===== config.mk =====
export PLATFORM = sky130hd
export DESIGN_NAME = mix_load_sequencer_flat
export DESIGN_NICKNAME = d
export VERILOG_FILES = /design/src/rtl/mix_load_sequencer_if.sv /design/src/rtl/mix_load_sequencer.sv /design/src/flat_wrapper.sv
export SDC_FILE = /design/constraint.sdc
export NUM_CORES = 1
export LEC_CHECK = 0
export BUFFER_PORTS_ARGS = -buffer_cell sky130_fd_sc_hd__clkbuf_2
export CORE_MARGIN = 5
export CORE_UTILIZATION = 51
export CTS_CLUSTER_DIAMETER = 40
export DETAILED_ROUTE_END_ITERATION = 16
export GPL_ROUTABILITY_DRIVEN = 0
export GPL_TIMING_DRIVEN = 1
export HOLD_SLACK_MARGIN = 0.08
export PLACE_DENSITY_LB_ADDON = 0.05
export SYNTH_ARGS = -nofsm -noshare
export SYNTH_HDL_FRONTEND = slang
export SYNTH_SLANG_ARGS = --single-unit

===== constraint.sdc =====
create_clock -name clk_i -period 2.5 [get_ports clk_i]
set_input_delay 0.125 -clock clk_i [delete_from_list [all_inputs] [get_ports clk_i]]
set_output_delay 0.125 -clock clk_i [all_outputs]
set_load 0.01 [all_outputs]

===== src/rtl/mix_load_sequencer_if.sv =====
// Issue / load-port / writeback bundle for mix_load_sequencer.
// Member names are given from the sequencer's point of view (_i into it, _o out of it).
// master: the sequencer itself; slave: the issue stage, memory and mix unit around it.
interface mix_load_sequencer_if #(
  parameter int unsigned XLEN       = 32,
  parameter int unsigned TRANS_ID_W = 3
);
  logic                  req_valid_i;
  logic                  req_ready_o;
  logic [XLEN-1:0]       req_addr_i;
  logic [TRANS_ID_W-1:0] req_trans_id_i;

  logic                  ld_req_valid_o;
  logic                  ld_req_ready_i;
  logic [XLEN-1:0]       ld_addr_o;
  logic                  ld_rsp_valid_i;
  logic [XLEN-1:0]       ld_rsp_data_i;

  logic                  mix_valid_o;
  logic [XLEN-1:0]       mix_operand_a_o;
  logic [XLEN-1:0]       mix_operand_b_o;
  logic [TRANS_ID_W-1:0] mix_trans_id_o;

  logic                  ex_valid_o;
  logic [XLEN-1:0]       ex_cause_o;
  logic [XLEN-1:0]       ex_tval_o;
  logic [TRANS_ID_W-1:0] ex_trans_id_o;

  modport master (
    input  req_valid_i, req_addr_i, req_trans_id_i,
    input  ld_req_ready_i, ld_rsp_valid_i, ld_rsp_data_i,
    output req_ready_o,
    output ld_req_valid_o, ld_addr_o,
    output mix_valid_o, mix_operand_a_o, mix_operand_b_o, mix_trans_id_o,
    output ex_valid_o, ex_cause_o, ex_tval_o, ex_trans_id_o
  );

  modport slave (
    output req_valid_i, req_addr_i, req_trans_id_i,
    output ld_req_ready_i, ld_rsp_valid_i, ld_rsp_data_i,
    input  req_ready_o,
    input  ld_req_valid_o, ld_addr_o,
    input  mix_valid_o, mix_operand_a_o, mix_operand_b_o, mix_trans_id_o,
    input  ex_valid_o, ex_cause_o, ex_tval_o, ex_trans_id_o
  );
endinterface


===== src/rtl/mix_load_sequencer.sv =====
// mix_load_sequencer: splits a halfword-misaligned word load (addr[1:0]==2'b10)
// into two aligned word loads (lo at addr&~3, hi at +4) and hands both words
// to the mix unit. Any other alignment raises a load-address-misaligned
// exception (cause 4). Handles flush, including draining one in-flight load.
// Optional: define MIX_SEQ_PERF_CNT_EN to add MIX/EXC pulse counters.
module mix_load_sequencer #(
  parameter int unsigned XLEN       = 32,
  parameter int unsigned TRANS_ID_W = 3
) (
  input  logic                 clk_i,
  input  logic                 rst_ni,
  input  logic                 flush_i,
  mix_load_sequencer_if.master bus
`ifdef MIX_SEQ_PERF_CNT_EN
  ,
  output logic [31:0]          perf_mix_cnt_o,
  output logic [31:0]          perf_exc_cnt_o
`endif
);

  localparam logic [XLEN-1:0] CAUSE_LD_MISALIGNED = XLEN'(4);

  typedef enum logic [2:0] {
    S_IDLE, S_REQ_LO, S_WAIT_LO, S_REQ_HI, S_WAIT_HI, S_MIX, S_EXC, S_DRAIN
  } state_e;

  state_e                state_q, state_d;
  logic [XLEN-1:0]       addr_q, addr_d;
  logic [TRANS_ID_W-1:0] id_q, id_d;
  logic [XLEN-1:0]       lo_q, lo_d;
  logic [XLEN-1:0]       hi_q, hi_d;
  logic [XLEN-1:0]       base_addr;

  assign base_addr = {addr_q[XLEN-1:2], 2'b00};

  // Registered operands and ids feed the writeback ports directly.
  assign bus.mix_operand_a_o = lo_q;
  assign bus.mix_operand_b_o = hi_q;
  assign bus.mix_trans_id_o  = id_q;
  assign bus.ex_tval_o       = addr_q;
  assign bus.ex_trans_id_o   = id_q;

  // State and datapath registers.
  always_ff @(posedge clk_i or negedge rst_ni) begin
    if (!rst_ni) begin
      state_q <= S_IDLE;
      addr_q  <= '0;
      id_q    <= '0;
      lo_q    <= '0;
      hi_q    <= '0;
    end else begin
      state_q <= state_d;
      addr_q  <= addr_d;
      id_q    <= id_d;
      lo_q    <= lo_d;
      hi_q    <= hi_d;
    end
  end

  // Next-state and handshake outputs; flush gates every valid in its own cycle.
  always_comb begin
    state_d            = state_q;
    addr_d             = addr_q;
    id_d               = id_q;
    lo_d               = lo_q;
    hi_d               = hi_q;
    bus.req_ready_o    = 1'b0;
    bus.ld_req_valid_o = 1'b0;
    bus.ld_addr_o      = base_addr;
    bus.mix_valid_o    = 1'b0;
    bus.ex_valid_o     = 1'b0;
    bus.ex_cause_o     = '0;

    unique case (state_q)
      S_IDLE: begin
        bus.req_ready_o = rst_ni & ~flush_i;
        if (!flush_i && bus.req_valid_i) begin
          addr_d  = bus.req_addr_i;
          id_d    = bus.req_trans_id_i;
          state_d = (bus.req_addr_i[1:0] == 2'b10) ? S_REQ_LO : S_EXC;
        end
      end
      S_REQ_LO, S_REQ_HI: begin
        if (state_q == S_REQ_HI) begin
          bus.ld_addr_o = base_addr + XLEN'(4);
        end
        if (flush_i) begin
          state_d = S_IDLE;
        end else begin
          bus.ld_req_valid_o = 1'b1;
          if (bus.ld_req_ready_i) begin
            // A response in the handshake cycle belongs to this request.
            if (bus.ld_rsp_valid_i) begin
              if (state_q == S_REQ_LO) begin
                lo_d    = bus.ld_rsp_data_i;
                state_d = S_REQ_HI;
              end else begin
                hi_d    = bus.ld_rsp_data_i;
                state_d = S_MIX;
              end
            end else begin
              state_d = (state_q == S_REQ_LO) ? S_WAIT_LO : S_WAIT_HI;
            end
          end
        end
      end
      S_WAIT_LO, S_WAIT_HI: begin
        if (bus.ld_rsp_valid_i) begin
          if (flush_i) begin
            state_d = S_IDLE;
          end else if (state_q == S_WAIT_LO) begin
            lo_d    = bus.ld_rsp_data_i;
            state_d = S_REQ_HI;
          end else begin
            hi_d    = bus.ld_rsp_data_i;
            state_d = S_MIX;
          end
        end else if (flush_i) begin
          state_d = S_DRAIN;
        end
      end
      S_MIX: begin
        bus.mix_valid_o = ~flush_i;
        state_d         = S_IDLE;
      end
      S_EXC: begin
        bus.ex_valid_o = ~flush_i;
        bus.ex_cause_o = flush_i ? '0 : CAUSE_LD_MISALIGNED;
        state_d        = S_IDLE;
      end
      S_DRAIN: begin
        if (bus.ld_rsp_valid_i) begin
          state_d = S_IDLE;
        end
      end
      default: state_d = S_IDLE;
    endcase
  end

`ifdef MIX_SEQ_PERF_CNT_EN
  logic [31:0] perf_mix_q, perf_exc_q;

  assign perf_mix_cnt_o = perf_mix_q;
  assign perf_exc_cnt_o = perf_exc_q;

  // Pulse counters; flushed pulses are already suppressed on the valids.
  always_ff @(posedge clk_i or negedge rst_ni) begin
    if (!rst_ni) begin
      perf_mix_q <= '0;
      perf_exc_q <= '0;
    end else begin
      if (bus.mix_valid_o) perf_mix_q <= perf_mix_q + 32'd1;
      if (bus.ex_valid_o)  perf_exc_q <= perf_exc_q + 32'd1;
    end
  end
`endif

endmodule


===== src/flat_wrapper.sv =====
// flat-port wrapper written by rule: the top's interface ports become plain ports
module mix_load_sequencer_flat 
#(
  parameter int unsigned XLEN       = 32,
  parameter int unsigned TRANS_ID_W = 3
)
  (clk_i, rst_ni, flush_i, bus_req_valid_i, bus_req_addr_i, bus_req_trans_id_i, bus_ld_req_ready_i, bus_ld_rsp_valid_i, bus_ld_rsp_data_i, bus_req_ready_o, bus_ld_req_valid_o, bus_ld_addr_o, bus_mix_valid_o, bus_mix_operand_a_o, bus_mix_operand_b_o, bus_mix_trans_id_o, bus_ex_valid_o, bus_ex_cause_o, bus_ex_tval_o, bus_ex_trans_id_o);
  mix_load_sequencer_if #(.XLEN(XLEN), .TRANS_ID_W(TRANS_ID_W)) bus_i ();
  input  logic clk_i;
  input  logic rst_ni;
  input  logic flush_i;
  input wire logic [$bits(bus_i.req_valid_i)-1:0] bus_req_valid_i;
  input wire logic [$bits(bus_i.req_addr_i)-1:0] bus_req_addr_i;
  input wire logic [$bits(bus_i.req_trans_id_i)-1:0] bus_req_trans_id_i;
  input wire logic [$bits(bus_i.ld_req_ready_i)-1:0] bus_ld_req_ready_i;
  input wire logic [$bits(bus_i.ld_rsp_valid_i)-1:0] bus_ld_rsp_valid_i;
  input wire logic [$bits(bus_i.ld_rsp_data_i)-1:0] bus_ld_rsp_data_i;
  output wire logic [$bits(bus_i.req_ready_o)-1:0] bus_req_ready_o;
  output wire logic [$bits(bus_i.ld_req_valid_o)-1:0] bus_ld_req_valid_o;
  output wire logic [$bits(bus_i.ld_addr_o)-1:0] bus_ld_addr_o;
  output wire logic [$bits(bus_i.mix_valid_o)-1:0] bus_mix_valid_o;
  output wire logic [$bits(bus_i.mix_operand_a_o)-1:0] bus_mix_operand_a_o;
  output wire logic [$bits(bus_i.mix_operand_b_o)-1:0] bus_mix_operand_b_o;
  output wire logic [$bits(bus_i.mix_trans_id_o)-1:0] bus_mix_trans_id_o;
  output wire logic [$bits(bus_i.ex_valid_o)-1:0] bus_ex_valid_o;
  output wire logic [$bits(bus_i.ex_cause_o)-1:0] bus_ex_cause_o;
  output wire logic [$bits(bus_i.ex_tval_o)-1:0] bus_ex_tval_o;
  output wire logic [$bits(bus_i.ex_trans_id_o)-1:0] bus_ex_trans_id_o;
  assign bus_i.req_valid_i = bus_req_valid_i;
  assign bus_i.req_addr_i = bus_req_addr_i;
  assign bus_i.req_trans_id_i = bus_req_trans_id_i;
  assign bus_i.ld_req_ready_i = bus_ld_req_ready_i;
  assign bus_i.ld_rsp_valid_i = bus_ld_rsp_valid_i;
  assign bus_i.ld_rsp_data_i = bus_ld_rsp_data_i;
  assign bus_req_ready_o = bus_i.req_ready_o;
  assign bus_ld_req_valid_o = bus_i.ld_req_valid_o;
  assign bus_ld_addr_o = bus_i.ld_addr_o;
  assign bus_mix_valid_o = bus_i.mix_valid_o;
  assign bus_mix_operand_a_o = bus_i.mix_operand_a_o;
  assign bus_mix_operand_b_o = bus_i.mix_operand_b_o;
  assign bus_mix_trans_id_o = bus_i.mix_trans_id_o;
  assign bus_ex_valid_o = bus_i.ex_valid_o;
  assign bus_ex_cause_o = bus_i.ex_cause_o;
  assign bus_ex_tval_o = bus_i.ex_tval_o;
  assign bus_ex_trans_id_o = bus_i.ex_trans_id_o;
  mix_load_sequencer #(.XLEN(XLEN), .TRANS_ID_W(TRANS_ID_W)) u_core (.clk_i(clk_i), .rst_ni(rst_ni), .flush_i(flush_i), .bus(bus_i));
endmodule

Yosys cells after proc, flatten, opt, wreduce, memory -nomap -nowiden
Cells that the tools add are included.
{"block": "word_totals", "elab_cells": 78, "reg_bits": 102, "input_bits": 73, "output_inout_bits": 170}
{"block": "op_classes", "reduce_logical": 11, "n_eq_ne": 21, "mux": 38, "bitwise_logic": 2, "add_sub_neg": 1}
{"operator": "2-to-1 mux 32 bit", "n": 17}
{"operator": "case mux 32 bit (2 select lines)", "n": 2}
{"operator": "2-to-1 mux 3 bit", "n": 13}
{"operator": "adder 32 x 3 -> 32 bit, second input constant", "n": 1}
{"operator": "inequality test 2 bit, second input constant", "n": 8}
{"operator": "AND reduction 8 bit", "n": 2}
{"operator": "case mux 3 bit (5 select lines)", "n": 1}
{"operator": "== test 3 bit, second input constant", "n": 4}
{"operator": "== test 3 x 2 -> 1 bit, second input constant", "n": 2}
{"operator": "inequality test 2 x 1 -> 1 bit, second input constant", "n": 3}
{"operator": "inequality test 3 bit, second input constant", "n": 2}
{"operator": "OR reduction 2 bit", "n": 3}
{"operator": "2-to-1 mux 1 bit", "n": 5}
{"operator": "AND reduction 4 bit", "n": 1}
{"operator": "== test 3 x 1 -> 1 bit, second input constant", "n": 1}
{"operator": "logical NOT 3 bit", "n": 1}
{"operator": "== test 2 bit, second input constant", "n": 1}
{"operator": "AND reduction 2 bit", "n": 1}
{"operator": "nonzero test 2 bit", "n": 1}
{"operator": "bitwise AND 1 bit", "n": 1}
{"operator": "logical AND 1 bit", "n": 1}
{"operator": "logical NOT 1 bit", "n": 1}
{"operator": "NOT 1 bit", "n": 1}

Longest topological paths before layout
{"block": "depth", "word_depth": 6, "mapped_depth": 7, "depth_no_buf": 5}

Worst setup path before layout
Ideal clock, no wire load.
{"block": "synth_timing", "kind": "register -> output", "from": "register u_core.addr_q[2], in the netlist u_core.bus.ex_tval_o[2]", "to": "output bus_ld_addr_o[26]", "path_stages_with_launch": 6, "n_path_buf": 0, "slack_ns": 0.780, "required_ns": 2.375, "arrival_ns": 1.595, "cell_sequence": "dfrtp_1 -> ha_1 -> and3_2 -> nand4_2 -> nor4_2 -> xor2_1"}
{"block": "synth_between", "elab_chain_cells": 3}
{"item": "start: declaration", "line_no": "mix_load_sequencer.sv:28", "source": "logic [XLEN-1:0] addr_q, addr_d;"}
{"item": "start signal: assignment", "line_no": "mix_load_sequencer.sv:53", "source": "addr_q <= addr_d;"}
{"item": "adder 32 x 3 -> 32 bit", "line_no": "mix_load_sequencer.sv:85", "source": "bus.ld_addr_o = base_addr + XLEN'(4);"}
{"item": "2-to-1 mux 32 bit", "line_no": "mix_load_sequencer.sv:84", "source": "if (state_q == S_REQ_HI) begin"}
{"item": "2-to-1 mux 32 bit", "line_no": "mix_load_sequencer.sv:74", "source": "unique case (state_q)"}
{"item": "end: declaration", "line_no": "flat_wrapper.sv:20", "source": "output wire logic [$bits(bus_i.ld_addr_o)-1:0] bus_ld_addr_o;"}
Every way passes these cells.

Final worst setup path
Same ends and word-level chain as after synthesis.

==> results by group <==
Die
  – Io pins: 243
  – Die Y: 111 um
  – Placeable Area: 0.00986 mm2
  – Full die area: 0.0123 mm2
  – Starting density of the core: 52.7%
  – Die X-Extent: 111 um
  – Row cnt: 36

Setup path
  – Cell Chain, Critical Path: ha_1, and3_2, nand4_2, nor4_2, xor2_1, clkbuf_2
  – Delay-heaviest family, CP: simple AND/OR/NAND/NOR gates
  – Buf+Inv Stages, Crit Path: 1
  – Critical path's slowest cell: dfrtp_1
  – Required time worst endpoint: 2380 ps
  – Crit path capture type: output pin
  – Crit Path Category: flip-flop to output pin
  – Reg-to-reg setup timing slack: 470 ps
  – CP Max Fanout: 6
  – Worst EP arrival: 2200 ps
  – Critical path launch point type: flip-flop
  – Crit path largest cell delay: 460 ps

GRT
  – Vias in the first global route: 4321
  – Total gr overflow: 0
  – Initial antenna violation count: 0
  – First-pass GRT wire length: 22700 um
  – Tot GR Track Use: 22.6%
  – Pin count of the biggest net entering global routing: 59

Routing
  – Final ANT Viol Nets: 0
  – Via density: 4.99
  – DR WL/cell: 17.0 um
  – Post-route DRC: 0
  – Drt first pass iters: 4
  – Detailed Route Iter0 Violations: 132
  – Vias post-DR: 4046
  – Final wirelength: 13800 um

Final layout
  – Final core utilization: 72.0%
  – Most common cell after layout, fill and taps aside: clkbuf_2
  – Final net count: 748
  – Multi-input logic area: 0.00233 mm2
  – Share of layout cells above drive strength 1: 51.5%
  – Commonest cells after routing, fill and taps aside: clkbuf_2, dfrtp_1, dlygate4sd3_1, mux2_2, conb_1
  – Fill cell count: 703
  – Non-filler instance count after layout: 811
  – Inserted Diodes: 0
  – Area Growth Syn to Fin: 36.5%
  – Register Area: 0.00255 mm2

Clocking
  – CTS max path bufs: 2
  – Cts bufs inserted: 9
  – Clock Tree Root: clkbuf_8
  – CTS tree: done
  – Clock transition at path regs: 100 ps
  – CTS Sinks: 102
  – H-tree Lvls: 3
  – Clock latency on the worst-skew pair: 360 ps

Timing
  – Crit share post-route: 93.0%
  – Worst slew pin tran: 615 ps
  – RSZ-0062 raised after global routing: false
  – Worst Skew: 15.3 ps
  – Final hold vios: 0
  – Final Max Tran Viols: 0
  – FMAX: 430 MHz
  – Slew HR: 59.0%
  – Fin crit period: 2320 ps
  – Final setup violation count: 0
  – Hold slack: 211 ps
  – Post-Route Setup TNS: 0 ps

Placed design
  – Port buffer count: 209
  – DP HPWL: 10100 um
  – DP Cell Count: 727

Status
  – Run status: finished, final reports clean

Logic synthesis
  – Sequential share of the synthesized area: 49.1%
  – Mux cell area share after synthesis: 24.2%
  – Seq cells post-synth: 102
  – Simple-Gate Fraction of Synth Area: 10.5%
  – Post-synth cell types: 50
  – YS warnings: 0
  – Largest family of logic cells by synthesized area: multiplexers
  – Synth Area in Adders: 0.241%
  – Post-synthesis xor/xnor area fraction: 5.05%
  – Mean post-synth cell area: 13.1 um2
  – Post-synthesis compound-gate area fraction: 2.17%
  – Synthesized area: 0.00520 mm2
  – Synth Instances: 397

Power and ir drop
  – Max VDD drop: 0.000756 V
  – Static Leak: 3.60 nW
  – Total Power: 0.00812 W
  – Clock power share: 11.9%
  – Combinational fraction of design power: 48.1%
  – P_sw: 0.00325 W
  – Reg power frac: 40.0%
  – Net Sw Frac: 40.0%
  – Pint: 0.00487 W
  – PD cells: 1140 mW/mm2

Flow run
  – Max Cap Viol: 0

Min path
  – Hold Path Class: input pin to flip-flop
==> final timing paths <==
path                                                  endpoint                           start  cells after the start
worst max-delay path                         bus_ld_addr_o[26]         u_core.bus.ex_tval_o[2]                      6
worst min-delay path                         u_core.state_q[1]              bus_ld_req_ready_i                      4
worst max register to register  u_core.bus.mix_operand_a_o[21]               u_core.state_q[2]                      5
worst min register to register  u_core.bus.mix_operand_a_o[24]  u_core.bus.mix_operand_a_o[24]                      1
max in group asynchronous             u_core.bus.ex_tval_o[10]                          rst_ni                      3
min in group asynchronous             u_core.bus.ex_tval_o[12]                          rst_ni                      2
==> per-stage QoR <==
step / worst slack [ps] / area, um2
after global routing: 25.3 / 7100
after floorplan: 780 / 5320
after detailed placement: 404 / 6210
after global placement: 496 / 6210
after CTS: 5.46 / 7070
final: 176 / 7100
==> sequential cells by signal, summed over array words and instances (netlist names) <==
register                    count
u_core.bus.mix_operand_a_o     32
u_core.bus.mix_operand_b_o     32
u_core.bus.ex_tval_o           32
u_core.state_q                  3
u_core.bus.ex_trans_id_o        3
==> tightest hold or removal path, stage by stage <==
cell	delay (ps)
clkbuf_2	130
nand2_1	80
a32oi_1	60
o22ai_1	130
==> power groups by stage <==
stage / sequential, W / combinational (W) / clock [W]
global placement: 0.00320 / 0.00379 / 0
floorplan: 0.00349 / 0.00196 / 0
CTS: 0.00323 / 0.00393 / 0.00101
detailed placement: 0.00324 / 0.00385 / 0
finish: 0.00325 / 0.00390 / 0.000966
global route: 0.00338 / 0.00421 / 0.00107
==> logic make-up (layout without fill, tap and decap cells) <==
group | Yosys count | after routing
other | 1 | 33
adders and majority gates | 1 | 1
xor gates and xnor gates | 30 | 30
AOI/OAI and AO/OA | 15 | 15
muxes | 102 | 102
DFF | 102 | 102
buffers and inverters | 62 | 311
and+or+nand+nor | 84 | 84
==> repair_timing <==
action,CTS,global route
cloned,0,0
hold buffers,68,0
resized for setup,0,4
setup buffers,0,1
hold endpoints to repair,143,0
pin swaps,2,1
setup endpoints to repair,2,11
==> metal layers <==
metal	share of wire (%)	vias up	track usage (%)	routed length [um]
met3	9.1	19	7.15	1260
met4	1.8	0	7.80	251
li1	-	1880	-	-
met5	0	-	0	0
met1	38	1947	26.2	5290
met2	51	200	39.2	7010
==> synthesized netlist by cell type, drive strengths merged <==
| master | instances | area share, % |
|---|---|---|
| a21o | 1 | 0.14 |
| a21oi | 2 | 0.19 |
| a22o | 2 | 0.51 |
| a31o | 1 | 0.17 |
| a31oi | 1 | 0.12 |
| a32oi | 1 | 0.17 |
| and2 | 1 | 0.12 |
| and2b | 1 | 0.14 |
| and3 | 8 | 0.99 |
| and3b | 1 | 0.19 |
| and4 | 4 | 0.72 |
| buf | 54 | 8.1 |
| conb | 1 | 0.072 |
| dfrtp | 102 | 49 |
| ha | 1 | 0.24 |
| inv | 8 | 0.58 |
| mux2 | 101 | 24 |
| mux2i | 1 | 0.19 |
| nand2 | 14 | 1.1 |
| nand2b | 1 | 0.12 |
| nand3 | 10 | 1.1 |
| nand3b | 2 | 0.53 |
| nand4 | 9 | 1.3 |
| nor2 | 9 | 0.70 |
| nor2b | 1 | 0.12 |
| nor3 | 11 | 1.1 |
| nor3b | 2 | 0.29 |
| nor4 | 7 | 1.6 |
| nor4b | 3 | 0.51 |
| o21ai | 3 | 0.29 |
| o22ai | 2 | 0.24 |
| o2bb2ai | 1 | 0.17 |
| o31a | 1 | 0.17 |
| xnor2 | 11 | 1.9 |
| xor2 | 19 | 3.2 |
==> final cells by class <==
| cell class | count | share of cell area [%] |
|---|---|---|
| clock buffer | 9 | 1.75 |
| inverter | 8 | 0.423 |
| multi-input combinational | 265 | 32.9 |
| sequential | 102 | 36.0 |
| tap | 133 | 2.34 |
| clock inverter | 6 | 0.740 |
| timing repair buffer | 288 | 25.9 |
Note: power is estimated with default switching activity, not from simulation.
